File: src/rtl/arty_rst_pkg.sv
// Shared types and constants for the Arty SCR1 reset sequencer.
package arty_rst_pkg;

    typedef enum logic [2:0] {
        ST_RESET,
        ST_HOLD,
        ST_SYS,
        ST_RUN,
        ST_SWRST
    } type_arty_rst_fsm_e;

    localparam logic [1:0] ARTY_RST_CAUSE_HARD = 2'b01;
    localparam logic [1:0] ARTY_RST_CAUSE_SW   = 2'b10;

    function automatic int unsigned max3(input int unsigned a,
                                         input int unsigned b,
                                         input int unsigned c);
        int unsigned m;
        m = (a > b) ? a : b;
        return (m > c) ? m : c;
    endfunction

endpackage

File: src/rtl/arty_rst_sync.sv
// Asynchronous-assert, synchronous-release reset synchronizer.
// Usable for any clock domain that needs a clean reset release.
module arty_rst_sync #(
    parameter int unsigned STAGES = 2
) (
    input  logic clk_i,
    input  logic arst_n_i,
    output logic rst_n_o
);

    logic [STAGES-1:0] sync_q;

    always_ff @(posedge clk_i or negedge arst_n_i) begin
        if (!arst_n_i) begin
            sync_q <= '0;
        end else begin
            sync_q <= {sync_q[STAGES-2:0], 1'b1};
        end
    end

    assign rst_n_o = sync_q[STAGES-1];

endmodule

File: src/rtl/arty_rst_ctrl.sv
// Reset sequencer: synchronized hard-reset release, hold time, staged
// sys/core release, software warm reset and reset-cause recording.
//
// state    | meaning
// ST_RESET | hard reset asserted or release not yet synchronized
// ST_HOLD  | both resets held for the minimum assertion time
// ST_SYS   | system released, core still held
// ST_RUN   | both resets released, watching for warm-reset requests
// ST_SWRST | software reset asserted before the hold phase
module arty_rst_ctrl
    import arty_rst_pkg::*;
#(
    parameter int unsigned SYNC_STAGES     = 2,
    parameter int unsigned HOLD_CYCLES     = 1024,
    parameter int unsigned SYS_TO_CORE_DLY = 16,
    parameter int unsigned SW_RST_CYCLES   = 64
) (
    input  logic       clk_riscv,
    input  logic       hard_rst_in_n,
    input  logic       sw_rst_req,
    output logic       sys_rst_n,
    output logic       core_rst_n,
    output logic       rst_done,
    output logic [1:0] rst_cause,
    output logic       rst_led
);

    localparam int unsigned CNT_W =
        $clog2(max3(HOLD_CYCLES, SYS_TO_CORE_DLY, SW_RST_CYCLES)) + 1;

    localparam logic [CNT_W-1:0] HOLD_LD = CNT_W'(HOLD_CYCLES - 1);
    localparam logic [CNT_W-1:0] SYS_LD  = CNT_W'(SYS_TO_CORE_DLY - 1);
    localparam logic [CNT_W-1:0] SW_LD   = CNT_W'(SW_RST_CYCLES - 1);

    type_arty_rst_fsm_e state_q;
    logic [CNT_W-1:0]   cnt_q;
    logic               sw_req_q;
    logic               sys_rst_n_q;
    logic               core_rst_n_q;
    logic               rst_done_q;
    logic               rst_led_q;
    logic [1:0]         rst_cause_q;
    logic               rst_sync_n;

    arty_rst_sync #(
        .STAGES (SYNC_STAGES)
    ) u_rst_sync (
        .clk_i    (clk_riscv),
        .arst_n_i (hard_rst_in_n),
        .rst_n_o  (rst_sync_n)
    );

    // sw_req_q resets high so a request held through hard reset never fires.
    always_ff @(posedge clk_riscv or negedge hard_rst_in_n) begin
        if (!hard_rst_in_n) begin
            state_q      <= ST_RESET;
            cnt_q        <= '0;
            sw_req_q     <= 1'b1;
            sys_rst_n_q  <= 1'b0;
            core_rst_n_q <= 1'b0;
            rst_done_q   <= 1'b0;
            rst_led_q    <= 1'b1;
            rst_cause_q  <= ARTY_RST_CAUSE_HARD;
        end else begin
            sw_req_q <= sw_rst_req;
            case (state_q)
                ST_RESET: begin
                    if (rst_sync_n) begin
                        cnt_q   <= HOLD_LD;
                        state_q <= ST_HOLD;
                    end
                end
                ST_HOLD: begin
                    if (cnt_q == '0) begin
                        sys_rst_n_q <= 1'b1;
                        cnt_q       <= SYS_LD;
                        state_q     <= ST_SYS;
                    end else begin
                        cnt_q <= cnt_q - CNT_W'(1);
                    end
                end
                ST_SYS: begin
                    if (cnt_q == '0) begin
                        core_rst_n_q <= 1'b1;
                        rst_done_q   <= 1'b1;
                        rst_led_q    <= 1'b0;
                        state_q      <= ST_RUN;
                    end else begin
                        cnt_q <= cnt_q - CNT_W'(1);
                    end
                end
                ST_RUN: begin
                    if (sw_rst_req && !sw_req_q) begin
                        sys_rst_n_q  <= 1'b0;
                        core_rst_n_q <= 1'b0;
                        rst_done_q   <= 1'b0;
                        rst_led_q    <= 1'b1;
                        rst_cause_q  <= ARTY_RST_CAUSE_SW;
                        cnt_q        <= SW_LD;
                        state_q      <= ST_SWRST;
                    end
                end
                ST_SWRST: begin
                    if (cnt_q == '0) begin
                        cnt_q   <= HOLD_LD;
                        state_q <= ST_HOLD;
                    end else begin
                        cnt_q <= cnt_q - CNT_W'(1);
                    end
                end
                default: state_q <= ST_RESET;
            endcase
        end
    end

    assign sys_rst_n  = sys_rst_n_q;
    assign core_rst_n = core_rst_n_q;
    assign rst_done   = rst_done_q;
    assign rst_led    = rst_led_q;
    assign rst_cause  = rst_cause_q;

endmodule

File: config.mk
export PLATFORM = sky130hd
export DESIGN_NAME = arty_rst_ctrl
export DESIGN_NICKNAME = d
export VERILOG_FILES = /design/src/rtl/arty_rst_pkg.sv /design/src/rtl/arty_rst_sync.sv /design/src/rtl/arty_rst_ctrl.sv
export SDC_FILE = /design/constraint.sdc
export NUM_CORES = 1
export LEC_CHECK = 0
export ABC_CLOCK_PERIOD_IN_PS = 5400
export BUFFER_PORTS_ARGS = -buffer_cell sky130_fd_sc_hd__buf_2
export CORE_MARGIN = 3
export CORE_UTILIZATION = 46
export CTS_BUF_LIST = sky130_fd_sc_hd__clkbuf_8
export DETAILED_ROUTE_END_ITERATION = 10
export HOLD_SLACK_MARGIN = 0.06
export PLACE_DENSITY = 0.73
export RECOVER_POWER = 25
export SYNTH_ARGS = -nofsm -noshare
export SYNTH_HDL_FRONTEND = slang
export SYNTH_SLANG_ARGS = --single-unit
File: constraint.sdc
create_clock -name clk_riscv -period 5.4 [get_ports clk_riscv]
set_clock_uncertainty 0.15 [all_clocks]
set_input_delay 1.08 -clock clk_riscv [delete_from_list [all_inputs] [get_ports clk_riscv]]
set_output_delay 1.08 -clock clk_riscv [all_outputs]
set_load 0.05 [all_outputs]
* Yosys cells after proc, flatten, opt, wreduce, memory -nomap -nowiden
Cells that the tools add are included.
** Word-level totals
- Logic and storage cells :: 50
- Bits in registers :: 22
- Output and inout port bits :: 6
- Input port bits :: 3
** Operators by class
- Add/subtract/negate cells :: 1
- Eq/ne operators :: 10
- Multiplexer cells :: 19
- Reduce and logical (&&, ||, !) cells :: 12
** Operators with widths (number)
- 2-to-1 mux 11 bit :: 5
- one-hot mux 11 bit (5 select lines) :: 1
- 2-to-1 mux 3 bit :: 5
- one-hot mux 3 bit (5 select lines) :: 1
- logical NOT 11 bit :: 1
- subtractor 11 x 1 -> 11 bit (second input constant) :: 1
- inequality test 2 bit (second input constant) :: 5
- == test 3 x 2 -> 1 bit (second input constant) :: 2
- one-hot mux 1 bit (2 select lines) :: 3
- AND reduction 3 bit :: 2
- AND reduction 5 bit :: 1
- nonzero test 5 bit :: 1
- 2-to-1 mux 1 bit :: 4
- AND reduction 4 bit :: 1
- nonzero test 2 bit :: 2
- == test 3 x 1 -> 1 bit (second input constant) :: 1
- == test 3 bit (second input constant) :: 1
- logical NOT 3 bit :: 1
- inequality test 2 x 1 -> 1 bit (second input constant) :: 1
- AND reduction 2 bit :: 1
- logical AND 1 bit :: 1
- logical NOT 1 bit :: 1

* Logic depth before layout (Yosys ltp)
- Depth in word-level cells :: 4
- Gate-level depth with buffers :: 9
- Mapped depth without buffers :: 7

* By module
Synthesis repeated with hierarchy kept, for this count alone.
** Second synthesis, totals
- Cells, all modules :: 144
- Area, all modules :: 1330.0 sq um
** Modules (own cells, without submodules)
- arty_rst_ctrl :: times used 1, sequential area each 504.2 sq um, cells an instance 141, area an instance 1276.2 sq um
- arty_rst_sync :: times used 1, sequential area each 50.0 sq um, cells an instance 3, area an instance 53.8 sq um

* Worst setup path before layout
OpenSTA, ideal clock, no wires.
- Path type :: input -> register
- Start :: input sw_rst_req
- End :: register cnt_q[5]
- Slack :: 3024 ps
- Cell stages on the path :: 6
- Arrival :: 2105 ps
- Setup time :: 121 ps
- Data required time :: 5129 ps
- Buffers on the path :: 1
- Cells stage by stage :: nand2b_1 a311oi_2 a21boi_2 buf_4 o21ai_1 a22o_1
** On the way
- Longest elaborated chain between the ends :: 3
** Ends and longest elaborated chain
- start: declaration :: line arty_rst_ctrl.sv:20 : input logic sw_rst_req,
- logical AND 1 bit :: line arty_rst_ctrl.sv:93 : if (sw_rst_req && !sw_req_q) begin
- inequality test 2 bit (no line)
- AND reduction 4 bit (no line)
- end signal: assignment :: line arty_rst_ctrl.sv:79 : cnt_q <= cnt_q - CNT_W'(1);
- end signal: assignment :: line arty_rst_ctrl.sv:89 : cnt_q <= cnt_q - CNT_W'(1);
- end signal: assignment :: line arty_rst_ctrl.sv:108 : cnt_q <= cnt_q - CNT_W'(1);
- end: declaration :: line arty_rst_ctrl.sv:36 : logic [CNT_W-1:0] cnt_q;
Every way passes these cells.
A chain may end at the register's enable or synchronous reset.

* Worst setup path after layout
Ends and elaborated chain as after synthesis.

==> results.ini <==
[detailed_routing]
drt-initial-drc-count = 31
wl_um = 2691
drc = 0
viasPerCell = 5.994
vias = 1067
drtAntennaViolNets = 0
firstDrtPassIters = 4
detail_route.wl_per_cell_um = 15.12

[timing]
relSlewSlack_pct = 21.96
setup_slack_ns = 2.913
fin_crit_ns = 2.487
hold-worst-slack_ns = 0.2110
max_freq_mhz = 402.1
hold_violations = 0
worst_slew_pin_slew_ns = 1.171
rsz0062_at_grt = false
period_share_pct = 46.05
tns_ns = 0
maxSlewViolCount = 0
final-setup-viol-count = 0

[status]
status = finished clean

[critical_path]
path_buf_inv = 1
crit_path_end_kind = flop
arrival_ns = 2.49
reg2reg_depth = 7
crit_family = compound AO/OA/AOI/OAI gates
crit_chain = clkbuf_1 > nand2b_1 > a311oi_2 > a21boi_2 > o21ai_1 > a22o_1
cp_slowest_cell = a21boi_2
crit_required_ns = 5.41
reg2reg_slack_ns = 2.97
cp_max_fo = 11
reg2reg_from = cnt_q[0]
r2r-end = cnt_q[8]
max_stage_delay_ns = 0.50
critPathLaunchType = input pin
crit_type = in2reg

[global_routing]
grtUsageMet1_pct = 21.43
grt_use_met3_pct = 4.104
met2_usage_pct = 29.63
grt_max_degree = 23
grt_pass1_wl_um = 4685
grt_pass1_vias = 1045
grt-busiest-layer = met2
overflow = 0
antenna_found_initial = 0
grt_use_total_pct = 17.07

[cts]
numCtsBuffers = 3
clkLatencyLatePin_ns = 0.26
cts_resized = 0
cts_hold_buf = 0
clk_path_buf_depth = 2
root_buffer = clkbuf_8
cts_tree = done
cts_max_level = 1
postCtsSetupBuffers = 0
cts.sinks = 22
path_clk_slew_ns = 0.08

[synthesis]
yosys_warnings = 0
yosys-top-cells-area = dfrtp_1 (36%), dfstp_2 (5.9%), nor2_1 (3.7%)
synth-edff-count = 0
synth_ff_type = dfrtp_1
async_flop_share_pct = 100.0
syn_avg_cell_area_um2 = 9.292
synth.top_cell.area_share_pct = 35.78
netlist_area_mm2 = 0.001329
yosysMostFrequentCell = dfrtp_1
ys_seq_elements = 22
syn_nets = 148
syn-instance-count = 143
ys_seq_area_share_pct = 41.71
synth.distinct_cells = 52
yosysTopAreaCell = dfrtp_1
synthTopCellsByCount = dfrtp_1 (19), nor2_1 (13), nand2_1 (12)

[floorplanning]
fp.dieArea_mm2 = 0.003569
start_util_pct = 50.86
die_h_um = 59.75
die_x_um = 59.75
rows = 18
core-area_mm2 = 0.002613
pin_count = 9

[pwr]
p_switching_w = 0.0002511
p_clk_share_pct = 18.5
ir_drop_uv = 338.2
p_seq_share_pct = 44.7
p_per_area_mw_per_mm2 = 449.1
combinationalPowerShare_pct = 36.8
p_leak_nw = 0.5893
internal_power_w = 0.0003839
power_switching_share_pct = 39.54

[placed_design]
hpwl_um = 1923
port_buffers = 8
dpl_worst_slack_ns = 2.668
dp.cells = 174
globalplace.congestion = 0.7889

[min_path]
hold_depth = 0
hold_path.class = reg2reg
min_to = u_rst_sync.sync_q[1]
hp-start = u_rst_sync.sync_q[0]

[cells_and_area]
drive_gt1_share_pct = 17.57
fillers = 239
final_cells = 178
num_antenna_cells = 0
area_growth_pct = 6.403
nets = 154
seq_area_um2 = 554.3
multi_input_area_um2 = 714.4

[flow_run]
cap_violations = 0

## layout by cell type, fill, tap and decap left out, types with 2 or more instances in the layout
cell and count:
dfrtp_1 19, nor2_1 13, a211oi_2 3, inv_1 4, and3_1 2, buf_2 6
dfstp_2 3, or3b_1 2, clkbuf_1 2, a21oi_1 7, nor2b_1 3, or3_1 2
o21a_1 3, a31oi_1 2, nor3_1 7, o21ai_1 7, or2_2 2, and2_1 2
o21ai_0 5, nand2b_1 2, ha_1 2, o31ai_1 2, nor3b_1 2, clkbuf_8 4
nand3_1 4, nand2_1 12, a22o_1 2
## flip-flops by register name, indices dropped and copies added, names as in the netlist
| register | count |
|---|---|
| rst_led | 1 |
| rst_cause | 2 |
| sys_rst_n | 1 |
| cnt_q | 11 |
| state_q | 3 |
| sw_req_q | 1 |
| u_rst_sync.sync_q | 2 |
| rst_done | 1 |
## cells by family (layout without fill, tap and decap cells)
kind of cell               Yosys count  after routing  share of synthesized area (%)
other                                1              1                         0.2822
xor gates and xnor gates             1              1                         0.6593
muxes                                1              1                         0.7533
and+or+nand+nor                     60             60                          24.95
AOI/OAI and AO/OA                   45             45                          25.24
buffers and inverters               11             16                          4.518
DFF                                 22             22                          41.71
adders and majority gates            2              2                          1.883
## per-layer routing
metal  vias to the layer above  part of all wire (%)
met3                         2                   2.9
met2                        15                    50
met1                       522                    46
li1                        528                     -
met4                         0                  0.78
met5                         -                     0
## metrics by stage
step                cell area [um^2]   power, W  utilization [%]
CTS                             1416  0.0006382            54.21
floorplan                       1329  0.0004658                -
global placement                1361  0.0005025            52.11
detailed placement              1361  0.0005171            52.11
finish                          1414  0.0006350            54.12
global route                    1414  0.0006845            54.12
## worst reg2reg max path, cell delays in order, from the launching register on
cell,delay [ns]
dfrtp_1,0.40
inv_1,0.12
ha_1,0.21
nor3b_1,0.62
nor4b_1,0.43
nand3_1,0.12
mux2i_1,0.18
a211oi_2,0.06
## power by group through the flow
| stage | Clock, W | Combinational (W) | Sequential (W) |
|---|---|---|---|
| finish | 0.000117 | 0.000234 | 0.000284 |
| global route | 0.000126 | 0.000266 | 0.000293 |
| CTS | 0.000121 | 0.000236 | 0.000281 |
| detailed placement | 0 | 0.000233 | 0.000284 |
| global placement | 0 | 0.000224 | 0.000279 |
| floorplan | 0 | 0.000176 | 0.000289 |
## worst max-delay path by stage
stage               start  endpoint  slack, ns  depth (start not counted)
3_3_place_gp   sw_rst_req  cnt_q[5]       2.73                          6
2_1_floorplan  sw_rst_req  cnt_q[5]       3.02                          6
6_report       sw_rst_req  cnt_q[5]       2.91                          6
4_1_cts          cnt_q[0]  cnt_q[8]       2.92                          7
5_1_grt          cnt_q[0]  cnt_q[8]       2.71                          7
3_5_place_dp   sw_rst_req  cnt_q[5]       2.67                          6
## layout make-up
type / count / area share, %
multi-input combinational: 110 / 50.53
inverter: 4 / 1.062
clock buffer: 4 / 3.894
sequential: 22 / 39.20
timing repair buffer: 8 / 2.655
tap: 30 / 2.655
Note: power is estimated with default switching activity, not from simulation.
